## src/rtl/sram_req_ctl_pkg.sv

```systemverilog
// Shared definitions for the sram request front-end: FSM state encodings,
// default geometry and a helper for sizing the read-latency counter.
package sram_req_ctl_pkg;

    // Two-bit state encoding, fixed so other blocks can decode it if needed.
    typedef enum logic [1:0] {
        ST_IDLE = 2'd0,
        ST_WR   = 2'd1,
        ST_RD   = 2'd2,
        ST_RSP  = 2'd3
    } state_t;

    localparam int DEF_DATA_W = 256;
    localparam int DEF_ADDR_W = 23;
    localparam int DEF_DEPTH  = 32;
    localparam int DEF_RD_LAT = 1;

    // Counter must hold the value RD_LAT; never narrower than one bit.
    function automatic int rd_cnt_width(input int lat);
        return (lat < 1) ? 1 : $clog2(lat + 1);
    endfunction

endpackage

```

## src/rtl/sram_req_ctl.sv

```systemverilog
// Request front-end for the sram array: accepts one read/write at a time,
// drives registered sram controls, waits out the array read latency and
// returns exactly one response per request. Out-of-range addresses are
// answered with an error and never touch the array.
module sram_req_ctl
    import sram_req_ctl_pkg::*;
#(
    parameter int DATA_W = DEF_DATA_W,
    parameter int ADDR_W = DEF_ADDR_W,
    parameter int DEPTH  = DEF_DEPTH,
    parameter int RD_LAT = DEF_RD_LAT
) (
    input  logic              clk,
    input  logic              rst,
    input  logic              req_valid,
    output logic              req_ready,
    input  logic              req_we,
    input  logic [ADDR_W-1:0] req_addr,
    input  logic [DATA_W-1:0] req_wdata,
    output logic              rsp_valid,
    input  logic              rsp_ready,
    output logic [DATA_W-1:0] rsp_data,
    output logic              rsp_err,
    output logic [ADDR_W-1:0] sram_address,
    output logic [DATA_W-1:0] sram_data_in,
    output logic              sram_write_en,
    input  logic [DATA_W-1:0] sram_data_out
);

    localparam int CNT_W = rd_cnt_width(RD_LAT);
    localparam logic [CNT_W-1:0] CNT_LAST = CNT_W'(RD_LAT);
    // One extra bit so DEPTH itself is representable even when DEPTH == 2**ADDR_W.
    localparam logic [ADDR_W:0] DEPTH_EXT = (ADDR_W + 1)'(DEPTH);

    state_t           state_reg;
    logic [CNT_W-1:0] cnt_reg;
    logic             addr_ok;

    // Full-width compare: no truncation, so all-ones and DEPTH are both rejected.
    assign addr_ok = ({1'b0, req_addr} < DEPTH_EXT);

    // Request FSM with latency counter; every output is a register updated here.
    always_ff @(posedge clk or negedge rst) begin
        if (!rst) begin
            state_reg     <= ST_IDLE;
            cnt_reg       <= '0;
            req_ready     <= 1'b0;
            rsp_valid     <= 1'b0;
            rsp_data      <= '0;
            rsp_err       <= 1'b0;
            sram_address  <= '0;
            sram_data_in  <= '0;
            sram_write_en <= 1'b0;
        end else begin
            case (state_reg)
                ST_IDLE: begin
                    if (req_valid && req_ready) begin
                        req_ready <= 1'b0;
                        if (!addr_ok) begin
                            // Bad address: answer immediately, array untouched.
                            rsp_err   <= 1'b1;
                            rsp_data  <= '0;
                            rsp_valid <= 1'b1;
                            state_reg <= ST_RSP;
                        end else if (req_we) begin
                            sram_address  <= req_addr;
                            sram_data_in  <= req_wdata;
                            sram_write_en <= 1'b1;
                            state_reg     <= ST_WR;
                        end else begin
                            sram_address <= req_addr;
                            cnt_reg      <= '0;
                            state_reg    <= ST_RD;
                        end
                    end else begin
                        // Ready rises one edge after reset release or handshake.
                        req_ready <= 1'b1;
                    end
                end
                ST_WR: begin
                    // Write strobe lasts exactly one cycle.
                    sram_write_en <= 1'b0;
                    rsp_data      <= '0;
                    rsp_err       <= 1'b0;
                    rsp_valid     <= 1'b1;
                    state_reg     <= ST_RSP;
                end
                ST_RD: begin
                    if (cnt_reg == CNT_LAST) begin
                        rsp_data  <= sram_data_out;
                        rsp_err   <= 1'b0;
                        rsp_valid <= 1'b1;
                        state_reg <= ST_RSP;
                    end else begin
                        cnt_reg <= cnt_reg + 1'b1;
                    end
                end
                ST_RSP: begin
                    // Hold the response until the consumer takes it.
                    if (rsp_valid && rsp_ready) begin
                        rsp_valid <= 1'b0;
                        req_ready <= 1'b1;
                        state_reg <= ST_IDLE;
                    end
                end
                default: begin
                    state_reg     <= ST_IDLE;
                    req_ready     <= 1'b0;
                    rsp_valid     <= 1'b0;
                    sram_write_en <= 1'b0;
                end
            endcase
        end
    end

endmodule

```

## config.mk

```make
export PLATFORM = sky130hd
export DESIGN_NAME = sram_req_ctl
export DESIGN_NICKNAME = d
export VERILOG_FILES = /design/src/rtl/sram_req_ctl_pkg.sv /design/src/rtl/sram_req_ctl.sv
export SDC_FILE = /design/constraint.sdc
export NUM_CORES = 1
export LEC_CHECK = 0
export CAP_MARGIN = 10
export CORE_AREA = 2 2 417 419
export CTS_BUF_LIST = sky130_fd_sc_hd__clkbuf_16
export DETAILED_ROUTE_END_ITERATION = 10
export DIE_AREA = 0 0 419 421
export PLACE_DENSITY = 0.35
export SLEW_MARGIN = 20
export SYNTH_ARGS = -nofsm -noshare
export SYNTH_HDL_FRONTEND = slang
export SYNTH_SLANG_ARGS = --single-unit
```

## constraint.sdc

```tcl
create_clock -name clk -period 2.3 [get_ports clk]
set_clock_uncertainty 0.15 [all_clocks]
set_input_delay 0.345 -clock clk [delete_from_list [all_inputs] [get_ports clk]]
set_output_delay 0.345 -clock clk [all_outputs]
set_load 0.01 [all_outputs]
```

# --- Word-level counts from Yosys, hierarchy flattened ---
# Cells that the tools add are included.
op_classes:
  bitwise: 0
  n_eq_ne: 10
  n_reduce_logical: 15
  mul: 0
  n_lt_le_gt_ge: 1
  n_mux: 29
  n_div: 0
  n_addsub: 1
  shifts: 0
ops:
  columns: ["operator", "count"]
  rows:
  - ["$mux W256", 3]
  - ["$pmux W256 S3", 1]
  - ["$lt A23 B6 Y1 const B", 1]
  - ["$reduce_and A4 Y1", 5]
  - ["$mux W1", 14]
  - ["$ne A2 B2 Y1 const B", 7]
  - ["$mux W2", 5]
  - ["$pmux W2 S4", 1]
  - ["$pmux W1 S2", 3]
  - ["$reduce_and A3 Y1", 2]
  - ["$reduce_bool A2 Y1", 3]
  - ["$eq A2 B2 Y1 const B", 2]
  - ["$pmux W1 S4", 1]
  - ["$pmux W1 S3", 1]
  - ["$reduce_bool A3 Y1", 1]
  - ["$eq A2 B1 Y1 const B", 1]
  - ["$logic_and A1 B1 Y1", 2]
  - ["$logic_not A2 Y1", 1]
  - ["$reduce_and A2 Y1", 1]
  - ["$add A1 B1 Y1 const B", 1]
word_totals:
  word_cells: 65
  mem_count: 0
  rom_bits: 0
  ff_bits: 542
  mem_bits_rw: 0
  latch_bits: 0
  in_bits: 540
  output_inout_bits: 539

# --- Logic depth before layout (Yosys ltp) ---
logic_depth:
  word_depth: 4
  mapped_depth: 9
  depth_no_buf: 6

# --- Worst setup path before layout ---
# No wires, ideal clock.
synth_timing:
  path_kind: "register -> register"
  start: "register state_reg[0]"
  end: "register sram_address[3]"
  period_less_slack_ns: 2.270
  setup_time_ns: 0.125
  path_buffers: 1
  slack_ns: 0.030
  required_ns: 2.025
  arrival_ns: 1.995
  path_stages_with_launch: 8
  cell_sequence: "dfrtp_1 > inv_1 > ha_1 > nor4b_4 > nand3_1 > nor3_2 > buf_2 > mux2_2"
synth_between:
  elab_chain_len: 2
synth_rtl:
  columns: ["element", "line_no", "text"]
  rows:
  - ["start, declared", "sram_req_ctl.sv:35", "state_t state_reg;"]
  - ["start signal, assigned", "sram_req_ctl.sv:45", "state_reg <= ST_IDLE;"]
  - ["start signal, assigned", "sram_req_ctl.sv:64", "state_reg <= ST_RSP;"]
  - ["start signal, assigned", "sram_req_ctl.sv:69", "state_reg <= ST_WR;"]
  - ["$logic_not A2 Y1", "sram_req_ctl.sv:55", "case (state_reg)"]
  - ["$reduce_and A3 Y1 (no line)", null, null]
  - ["end signal, assigned", "sram_req_ctl.sv:66", "sram_address <= req_addr;"]
  - ["end signal, assigned", "sram_req_ctl.sv:71", "sram_address <= req_addr;"]
  - ["end, declared", "sram_req_ctl.sv:24", "output logic [ADDR_W-1:0] sram_address,"]
# Every way passes these cells.
# A chain may end at the register's enable or synchronous reset.

# --- Final worst setup path ---
layout_timing:
  start: "register state_reg[0]"
  end: "register sram_data_in[9]"
layout_between:
  elab_chain_len: 2
layout_rtl:
  columns: ["element", "line_no", "text"]
  rows:
  - ["$logic_not A2 Y1", "sram_req_ctl.sv:55", null]
  - ["$reduce_and A4 Y1 (no line)", null, null]
  - ["end signal, assigned", "sram_req_ctl.sv:67", "sram_data_in <= req_wdata;"]
  - ["end, declared", "sram_req_ctl.sv:25", "output logic [DATA_W-1:0] sram_data_in,"]
# Every way passes these cells.

==> results.cfg <==
[outcome]
status = finished, violations left
failed_checks = negative setup slack

[floorplan]
io_pins = 1079
core_area_mm2 = 0.1725
die_area_mm2 = 0.1764
dieHeight_um = 421
rows = 153
fp.dieW_um = 419
start_util_pct = 13.69

[setup_path]
r2r-end = sram_data_in[9]
cp.arrival_ps = 2840
critPathMaxStageDelay_ps = 400
critical_path.slowest_cell = dfrtp_1
rrSetupSlack_ps = -120
worstPathCellList = inv_2 -> ha_4 -> nor4b_4 -> buf_4 -> and3_4 -> nand4_4 -> buf_12 -> buf_12 -> mux2_2
worstSetupPathType = flop to flop
cp_common_cell = buf_12
worstPathRequired_ps = 2720
cp-end-kind = flop
crit_path_max_fanout = 28
r2r_cells = 9
r2r_start = state_reg[0]
cp-start-kind = flop

[clock_network]
tritoncts = done
clkLatencyLatePin_ps = 710
cts_buffers = 76
clock_path_buffers = 3
cts_sinks = 542
cts_root_buf = clkbuf_16
htree_levels = 3
clk_pin_slew_ps = 60

[finish]
fin_nets = 3408
final_common_cell = clkdlybuf4s50_1
final_cell_mix = 993 x clkdlybuf4s50_1, 533 x dfrtp_1, 257 x nand4_1
syn2layout_area_growth_pct = 85.86
drive_gt1_share_pct = 32.23
largestRegisters = rsp_data x256, sram_data_in x256, sram_address x23
finish.utilization_pct = 25.45
fillers = 18056
final_cells = 5271

[sta]
setup_ws_ps = -122.8
final.period_utilization_pct = 105.3
worst_pin_slew_ps = 623.5
timing.final.crit_period_ps = 2423
grt_setup_unrepaired = yes
slew_violations = 0
max-slew-margin-rel_pct = 58.05
finalHoldViolCount = 0
setup_viol = 490
max_freq_mhz = 412.7

[placement]
place_congestion = 0.8436
port_buffers = 1078
dpl.hpwl_mm = 95.87
dp.cells = 4965

[synthesis]
syn_inst = 1560
synthFlopType = dfrtp_1
avgSynthCellArea_um2 = 15.14
syn_nets = 2104
synth.distinct_cells = 42
ys_warn_count = 0
seq_area_frac_synth_pct = 57.42
synth_edf_count = 0
ys_seq_elements = 542
syn_area_mm2 = 0.02362
async_flop_share_pct = 100.0

[global_routing]
track_usage_pct = 14.79
antenna_found_initial = 32
grt_pass1_vias = 20986
grt_pass1_wl_mm = 181.5
grt_max_degree = 81
overflow = 0

[detailed_routing]
vias = 19722
dr_wl_met2_mm = 68.46
wl_met3_mm = 8.540
wire_per_inst_um = 25.23
drt-total-wl_mm = 133.0
avgViaCountPerCell = 3.742
top_layer = met5
drt_first_pass_iters = 5
ant_nets = 0
drtIter0Drc = 1014
wl_met1_mm = 51.16
drc = 0

[power_and_ir_drop]
vdd_drop_max_uv = 619.6
power.leakage_uw = 0.01853
p_per_area_mw_per_mm2 = 1093

[min_path]
hold_start = sram_data_out[69]
min_path_cells = 3
hold_path_class = input pin to flop
worstHoldEndpoint = rsp_data[69]

[run]
drv_cap = 0
[timing repair]
item	CTS	global route
endpoints found under the setup margin	618	540
pin swaps	147	21
cloned	60	1
hold buffers	29	0
endpoints found under the hold margin	498	0
gates resized for setup	283	16
buffers inserted	62	5
[stage by stage]
stage	setup slack [ps]	area [µm²]	hold slack, ps	power [µW]	setup TNS (ps)
5_1_grt	-214.1	43880	26.63	50410	-77230
6_report	-122.8	43900	89.82	47980	-25280
4_1_cts	-196.4	43810	0.1179	49220	-48230
3_5_place_dp	-737.1	38070	138.3	29780	-359900
3_3_place_gp	-777.5	38070	135.7	29860	-374720
2_1_floorplan	29.85	23620	-100.6	22050	0
[critical path, delay by kind of cell (launching register included)]
family        cells  cell delay [ps]
buf+inv           4              680
simple gates      3              510
flops             1              400
mux               1              290
fa+ha+maj         1              180
[how the worst max path moves through the flow]
stage / startpoint / endpoint / slack (ps) / depth (start not counted)
floorplan: state_reg[0] / sram_address[3] / 30 / 7
global placement: req_addr[12] / sram_address[0] / -780 / 8
detailed placement: req_addr[12] / sram_address[3] / -740 / 8
CTS: state_reg[0] / rsp_data[80] / -200 / 14
global route: state_reg[0] / rsp_data[17] / -210 / 12
finish: state_reg[0] / sram_data_in[9] / -120 / 9
[cell type report]
class / count / area [µm²] / share of cell area, %
Timing Repair Buffer: 1398 / 15910 / 36.24
Clock inverter: 60 / 452.9 / 1.032
Clock buffer: 77 / 1927 / 4.389
Multi-Input combinational cell: 840 / 9044 / 20.60
Tap cell: 2325 / 2909 / 6.627
Inverter: 6 / 22.52 / 0.05131
Sequential cell: 542 / 13570 / 30.92
Antenna cell: 23 / 57.56 / 0.1311
[power by group]
group          internal [µW]  switching, µW  leakage (µW)
Sequential             10800            994       0.00740
Clock                   6570           5060       0.00123
Combinational          12600          11900       0.00990
Total                  30100          17900        0.0185
[logic make-up after synthesis]
group | after synthesis | share of synthesized area [%]
buffers and inverters | 178 | 5.679
adders and majority gates | 4 | 0.2119
DFF | 542 | 57.42
and+or+nand+nor | 302 | 8.031
AOI/OAI and AO/OA | 272 | 16.17
muxes | 262 | 12.49
[metal layers]
metal	global-route usage (%)	up-vias
met5	0	-
met4	5.872	10
met3	4.318	183
met2	25.65	677
met1	16.92	10115
li1	-	8737
[cells in the mapped netlist (2+ instances only)]
cell type	number	area, µm²
dfrtp_1	542	13560
mux2_2	261	2939
nand4_1	257	1608
o2bb2ai_2	230	3453
clkbuf_1	85	319.1
buf_6	28	315.3
o2bb2ai_1	26	227.7
buf_12	22	440.4
buf_4	22	165.2
nor2b_1	19	118.9
buf_2	12	60.06
inv_1	6	22.52
nand2_1	6	22.52
ha_1	4	50.05
nor3_1	4	20.02
nor4_1	4	25.02
a21oi_1	3	15.01
a211oi_1	2	15.01
and2_1	2	12.51
clkbuf_4	2	15.01
nand3_1	2	10.01
(Power assumes the default switching activity.)
